[src/rtl/config_shift_chain_if.sv]
// Configuration shift chain bus.
// Groups the shift/commit controls and the tile-facing outputs of config_shift_chain.
//   master : drives enable, data_in, clear and commit; observes the outputs
//   slave  : the chain itself; drives data_out, chain_out, word_count, full,
//            config_valid and commit_error
interface config_shift_chain_if #(
  parameter int unsigned CONFIG_WIDTH = 524,
  parameter int unsigned LANES        = 1
);
  localparam int unsigned WORDS = CONFIG_WIDTH / LANES;
  localparam int unsigned CW    = $clog2(WORDS + 1);

  logic                    enable;
  logic [LANES-1:0]        data_in;
  logic                    clear;
  logic                    commit;
  logic [CONFIG_WIDTH-1:0] data_out;
  logic [LANES-1:0]        chain_out;
  logic [CW-1:0]           word_count;
  logic                    full;
  logic                    config_valid;
  logic                    commit_error;

  modport master (
    output enable, data_in, clear, commit,
    input  data_out, chain_out, word_count, full, config_valid, commit_error
  );

  modport slave (
    input  enable, data_in, clear, commit,
    output data_out, chain_out, word_count, full, config_valid, commit_error
  );
endinterface

[src/rtl/config_shift_chain.sv]
// Configuration shift chain for a logic/IO tile.
// LANES-wide words shift into a staging register; an accepted commit copies the
// full staging register into the active register that drives the tile, so the
// tile never sees a half-shifted configuration. The top word of staging is
// forwarded on chain_out for daisy-chaining tiles.
// Ports:
//   clock  : rising-edge clock
//   nreset : asynchronous active-low reset
//   bus    : config_shift_chain_if slave (enable, data_in, clear, commit in;
//            data_out, chain_out, word_count, full, config_valid, commit_error out)
module config_shift_chain #(
  parameter int unsigned CONFIG_WIDTH = 524,
  parameter int unsigned LANES        = 1
) (
  input logic                clock,
  input logic                nreset,
  config_shift_chain_if.slave bus
);
  localparam int unsigned WORDS = CONFIG_WIDTH / LANES;
  localparam int unsigned CW    = $clog2(WORDS + 1);

  logic [CONFIG_WIDTH-1:0] staging_q, staging_d;
  logic [CONFIG_WIDTH-1:0] active_q, active_d;
  logic [CW-1:0]           count_q, count_d;
  logic                    valid_q, valid_d;
  logic                    err_q, err_d;

  logic                    full_w;
  logic                    commit_ok;
  // Concatenate then truncate so the shift stays legal when LANES == CONFIG_WIDTH.
  logic [CONFIG_WIDTH+LANES-1:0] shift_w;

  assign full_w    = (count_q == CW'(WORDS));
  assign commit_ok = bus.commit && full_w;
  assign shift_w   = {staging_q, bus.data_in};

  always_comb begin
    staging_d = staging_q;
    active_d  = active_q;
    count_d   = count_q;
    valid_d   = valid_q;
    err_d     = 1'b0;

    // Commit sees pre-edge state, so it captures staging before any shift/clear.
    if (bus.commit) begin
      if (full_w) begin
        active_d = staging_q;
        valid_d  = 1'b1;
        count_d  = '0;
      end else begin
        err_d = 1'b1;
      end
    end

    if (bus.clear) begin
      staging_d = '0;
      count_d   = '0;
    end else if (bus.enable) begin
      staging_d = shift_w[CONFIG_WIDTH-1:0];
      if (commit_ok) begin
        count_d = CW'(1);
      end else if (!full_w) begin
        count_d = count_q + CW'(1);
      end
    end
  end

  always_ff @(posedge clock or negedge nreset) begin
    if (!nreset) begin
      staging_q <= '0;
      active_q  <= '0;
      count_q   <= '0;
      valid_q   <= 1'b0;
      err_q     <= 1'b0;
    end else begin
      staging_q <= staging_d;
      active_q  <= active_d;
      count_q   <= count_d;
      valid_q   <= valid_d;
      err_q     <= err_d;
    end
  end

  assign bus.data_out     = active_q;
  assign bus.chain_out    = staging_q[CONFIG_WIDTH-1 -: LANES];
  assign bus.word_count   = count_q;
  assign bus.full         = full_w;
  assign bus.config_valid = valid_q;
  assign bus.commit_error = err_q;
endmodule

[src/flat_wrapper.sv]
// flat-port wrapper written by rule: the top's interface ports become plain ports
module config_shift_chain_flat 
#(
  parameter int unsigned CONFIG_WIDTH = 524,
  parameter int unsigned LANES        = 1
)
  (clock, nreset, bus_enable, bus_data_in, bus_clear, bus_commit, bus_data_out, bus_chain_out, bus_word_count, bus_full, bus_config_valid, bus_commit_error);
  config_shift_chain_if #(.CONFIG_WIDTH(CONFIG_WIDTH), .LANES(LANES)) bus_i ();
  input logic clock;
  input logic nreset;
  input wire logic [$bits(bus_i.enable)-1:0] bus_enable;
  input wire logic [$bits(bus_i.data_in)-1:0] bus_data_in;
  input wire logic [$bits(bus_i.clear)-1:0] bus_clear;
  input wire logic [$bits(bus_i.commit)-1:0] bus_commit;
  output wire logic [$bits(bus_i.data_out)-1:0] bus_data_out;
  output wire logic [$bits(bus_i.chain_out)-1:0] bus_chain_out;
  output wire logic [$bits(bus_i.word_count)-1:0] bus_word_count;
  output wire logic [$bits(bus_i.full)-1:0] bus_full;
  output wire logic [$bits(bus_i.config_valid)-1:0] bus_config_valid;
  output wire logic [$bits(bus_i.commit_error)-1:0] bus_commit_error;
  assign bus_i.enable = bus_enable;
  assign bus_i.data_in = bus_data_in;
  assign bus_i.clear = bus_clear;
  assign bus_i.commit = bus_commit;
  assign bus_data_out = bus_i.data_out;
  assign bus_chain_out = bus_i.chain_out;
  assign bus_word_count = bus_i.word_count;
  assign bus_full = bus_i.full;
  assign bus_config_valid = bus_i.config_valid;
  assign bus_commit_error = bus_i.commit_error;
  config_shift_chain #(.CONFIG_WIDTH(CONFIG_WIDTH), .LANES(LANES)) u_core (.clock(clock), .nreset(nreset), .bus(bus_i));
endmodule
[config.mk]
export PLATFORM = sky130hd
export DESIGN_NAME = config_shift_chain_flat
export DESIGN_NICKNAME = d
export VERILOG_FILES = /design/src/rtl/config_shift_chain_if.sv /design/src/rtl/config_shift_chain.sv /design/src/flat_wrapper.sv
export SDC_FILE = /design/constraint.sdc
export NUM_CORES = 2
export LEC_CHECK = 0
export ABC_CLOCK_PERIOD_IN_PS = 5820
export BUFFER_PORTS_ARGS = -buffer_cell sky130_fd_sc_hd__buf_2
export CAP_MARGIN = 0
export CORE_AREA = 2 2 314 316
export CTS_CLUSTER_DIAMETER = 30
export DETAILED_ROUTE_END_ITERATION = 8
export DIE_AREA = 0 0 316 318
export PLACE_DENSITY_LB_ADDON = 0.05
export REMOVE_ABC_BUFFERS = 1
export SYNTH_ARGS = -nofsm -noshare
export SYNTH_HDL_FRONTEND = slang
export SYNTH_SLANG_ARGS = --single-unit
[constraint.sdc]
create_clock -name clock -period 5.82 [get_ports clock]
set_input_delay 0.291 -clock clock [delete_from_list [all_inputs] [get_ports clock]]
set_output_delay 0.291 -clock clock [all_outputs]
set_load 0.01 [all_outputs]
### Word-level counts from Yosys, hierarchy flattened

Cells that the tools add are included.

| operators by class | value |
|---|---|
| reduce and logical (&&, ||, !) cells | 3 |
| equal/unequal tests | 1 |
| multiplexer cells | 10 |
| add/sub/neg operators | 1 |

Operators with widths:

| cell | number |
|---|---|
| $mux W524 | 2 |
| $mux W10 | 6 |
| $add A10 B1 Y10 const B | 1 |
| $eq A10 B10 Y1 const B | 1 |
| $mux W1 | 2 |
| $reduce_and A2 Y1 | 1 |
| $reduce_bool A2 Y1 | 1 |
| $logic_and A1 B1 Y1 | 1 |

| word-level totals | value |
|---|---|
| bits in registers | 1060 |

### Depth between registers and ports, before layout

| logic depth | value |
|---|---|
| depth in word-level cells | 7 |
| depth in mapped cells | 8 |
| mapped depth without buffers | 5 |

### Worst setup path before layout

OpenSTA, ideal clock, no wires.

| timing | value |
|---|---|
| path kind | flip-flop to flip-flop |
| start | reg u_core.count_q[0] (netlist: u_core.bus.word_count[0]) |
| end | reg u_core.active_q[153] (netlist: u_core.bus.data_out[153]) |
| setup slack | 3.833 ns |
| stages on the path, launching flop included | 9 |
| library setup time | 0.125 ns |
| buffers on the path | 3 |
| arrival time | 1.861 ns |
| cell sequence | dfrtp_1 > inv_1 > ha_1 > nor3b_2 > nand4_1 > buf_2 > buf_6 > buf_6 > mux2_4 |

| on the way | value |
|---|---|
| longest elaborated chain between the ends | 2 |

RTL lines:

| what | line | text |
|---|---|---|
| start, declared | config_shift_chain.sv:24 | `logic [CW-1:0] count_q, count_d;` |
| start signal, assigned | config_shift_chain.sv:78 | `count_q <= count_d;` |
| $eq A10 B10 Y1 | config_shift_chain.sv:33 | `assign full_w = (count_q == CW'(WORDS));` |
| $reduce_and A2 Y1 (no line) | - |  |
| end signal, assigned | config_shift_chain.sv:77 | `active_q <= active_d;` |
| end, declared | config_shift_chain.sv:23 | `logic [CONFIG_WIDTH-1:0] active_q, active_d;` |

Every way passes these cells.
A chain may end at the register's enable or synchronous reset.

### Worst setup path in the final report

| timing | value |
|---|---|
| start | reg u_core.count_q[0] (netlist: u_core.bus.word_count[0]) |
| end | reg u_core.active_q[295] (netlist: u_core.bus.data_out[295]) |

Same word-level chain as after synthesis.

==> results by group <==
Routing
  – Vias per cell: approximately 4.9
  – DRT antenna net count: 0
  – Via count: between 20,000 and 25,000
  – Iteration-0 DRC Markers: 1,363
  – Drt wl/cell: 19.8 um
  – Initial DRT Pass Iterations: 5
  – Total Wirelength: between 90 and 100 mm
  – # DRC: 0

STA
  – Setup ws final: 2.33 ns
  – RSZ-0062 raised after global routing: false
  – Minimum clock period: 3.49 ns
  – Clock Skew: 0.0326 ns
  – Max Freq: 287 MHz
  – Setup_tns: 0 ns
  – Tightest Pin Transition: 1.27 ns
  – Max transition margin: 0.149
  – Final worst-path cycle share: 0.599
  – Final setup vio count: 0
  – Pins Over Slew Limit: 0
  – Final Hold Fails: 0

Clocking
  – Root Buffer: clkbuf_16
  – # H-tree levels: 4
  – Total CTS buffers: 233
  – Clk sinks: 1,060
  – Worst skew pair latency: between 0.7 and 0.8 ns
  – Clk slew on worst S/H paths: about 0.050 ns
  – Clock buffer depth: 3
  – Post-CTS Repair Setup Buffers: 0
  – TritonCTS clock tree: yes

Global routing
  – First-pass GRT wire length: 157 mm
  – GRT overflow: 0
  – Number of global-route vias before repair: 26,300
  – M1 GR Usage: 0.254
  – Pin count of the biggest net entering global routing: roughly 190
  – GRT Total Usage: 0.199
  – Busiest grt layer: met2
  – Met2 Track Usage GR: 0.312
  – Met3 Use GR: 0.0691
  – Initial antenna violation count: 0

Setup path
  – Cell Chain, Critical Path: inv_1 > ha_1 > nor3b_2 > nand4_1 > buf_4 > buf_12 > mux2_4
  – Max incr delay on CP: 1.04 ns
  – Startpoint Class: flip-flop
  – Worst setup path class: flip-flop to flip-flop
  – Critical Path RT: 6.47 ns
  – Worst path slowest cell: nand4_1
  – Reg2reg path depth: 7
  – Crit-path max FO: 66
  – CP endpoint kind: flip-flop
  – Data arrival, critical path: 4.13 ns

Cells and area
  – Final core occ: 0.559
  – Net count, final: 3,521
  – Share of cells above drive strength 1: 0.407
  – Final Cell Area: 54,500 um2
  – Layout area overhead: 28.3%

Status
  – Status: complete, no violations

Power and ir drop
  – Pwr dens: 386 nW/um2
  – Overall power: 0.0210 W
  – Leakage: 30.4 nW
  – Worst vdd ir: 256 uV

Die
  – Initial Util: 0.436
  – IO Count: 544
  – Die ar.: between 100,000 and 150,000 um2
  – Die span in y: approximately 320 um
  – Core area: 97,400 um2
  – Core Rows: 115
  – Die width: 316 um

Yosys
  – Most common cell in the synthesized netlist: dfrtp_1
  – Largest area contributor in the netlist: dfrtp_1
  – Post-synthesis cell count: 2,869
  – Seq cells post-synth: 1,060
  – Post-synthesis cell area: 42,400 um2
  – Netlist cell types: 35
  – FFs w/ async S/R, synth: 1.00
  – Syn Area/Cell: around 15 um2
  – Number of synthesized flops with an enable pin: 0
  – Post-synthesis sequential area ratio: 0.625
  – Top cells by count, synth: dfrtp_1, nor2_1, mux2i_1
  – Main synth FF type: dfrtp_1
  – Ys Warns: 0
  – Synth area leaders: dfrtp_1, mux2_4, mux2i_1, nor2_1, mux2_2
  – Top-area cell type share of the netlist area: 0.625

Placed design
  – Pre-CTS setup slack: 2.41 ns
  – Area after DPL: roughly 46,000 um2
  – GPL Wtd Cong: 0.791
  – Port bufs: between 500 and 600
  – DP HPWL: 62.1 mm

Run
  – Max Cap Viol: 0

Worst hold path
  – Hold Path Class: input pin to async pin
==> through the flow <==
step                      std cells  hold WS [ns]
final                          4997        0.0352
after global routing           4996        0.0831
after CTS                      4996         0.112
after detailed placement       4561         0.349
after global placement         4561         0.347
after floorplan                2693      -0.00459
==> report_power, final <==
group / switching (W) / internal (W)
Combinational: 0.000318 / 0.000105
Sequential: 0.00000317 / 0.00740
Clock: 0.00412 / 0.00908
==> path summary, 6_finish.rpt <==
path                                     startpoint                        to  slack [ns]
setup / recovery           u_core.bus.word_count[0]  u_core.bus.data_out[295]        2.33
hold / removal                               nreset  u_core.bus.data_out[523]        0.04
setup reg to reg           u_core.bus.word_count[0]  u_core.bus.data_out[295]        2.33
hold reg to reg             u_core.bus.config_valid   u_core.bus.config_valid        0.46
max in group asynchronous                    nreset      u_core.staging_q[55]        4.16
min in group clock                       bus_enable      u_core.staging_q[78]        0.19
==> metal layers <==
metal,wire (um),part of all wire
met1,42700,0.43
met2,46700,0.47
met3,7010,0.071
met4,2730,0.028
met5,0,0
==> critical path, delay by kind of cell, from the launching register on <==
| kind | cells | cell delay [ns] |
|---|---|---|
| DFF | 1 | 0.45 |
| muxes | 1 | 0.36 |
| and+or+nand+nor | 2 | 1.36 |
| adders and majority gates | 1 | 0.15 |
| buffers and inverters | 3 | 0.95 |
==> layout by cell type, fill, tap and decap left out, types with 5 or more instances in the layout <==
| cell | instances |
|---|---|
| a21oi_1 | 7 |
| buf_12 | 20 |
| buf_2 | 540 |
| buf_4 | 18 |
| bufinv_16 | 26 |
| clkbuf_1 | 29 |
| clkbuf_16 | 236 |
| clkbuf_8 | 46 |
| clkinv_2 | 51 |
| clkinv_4 | 8 |
| clkinv_8 | 5 |
| clkinvlp_4 | 20 |
| dfrtp_1 | 1060 |
| inv_1 | 6 |
| inv_6 | 7 |
| mux2_2 | 166 |
| mux2_4 | 359 |
| mux2i_1 | 525 |
| nand2_1 | 5 |
| nand4_1 | 6 |
| nor2_1 | 526 |
| o31ai_1 | 5 |
==> what timing repair did <==
action,in CTS,in global routing
gates resized for setup,0,0
setup endpoints to repair,0,0
hold buffers,4,0
hold endpoints to repair,73,0
==> layout make-up <==
type	count	area, um2
Tap cell	1287	1610
Timing Repair Buffer	585	3320
Inverter	6	22.5
Clock inverter	120	1480
Sequential cell	1060	26500
Fill cell	7970	42900
Antenna cell	1	2.50
Clock buffer	311	6650
Multi-Input combinational cell	1627	14900
==> state kept, by name (all words and copies together), names as in the netlist <==
| register | cells |
|---|---|
| u_core.bus.commit_error | 1 |
| u_core.bus.config_valid | 1 |
| u_core.bus.word_count | 10 |
| u_core.bus.data_out | 524 |
| u_core.staging_q | 524 |
==> cells by family after synthesis <==
logic type,count (synthesis),synth area share
muxes,1050,0.295
adders and majority gates,2,0.000590
DFF,1060,0.625
AOI/OAI and AO/OA,21,0.00333
and+or+nand+nor,554,0.0512
buffers and inverters,182,0.0251
Power figures use the tool's default switching activity.
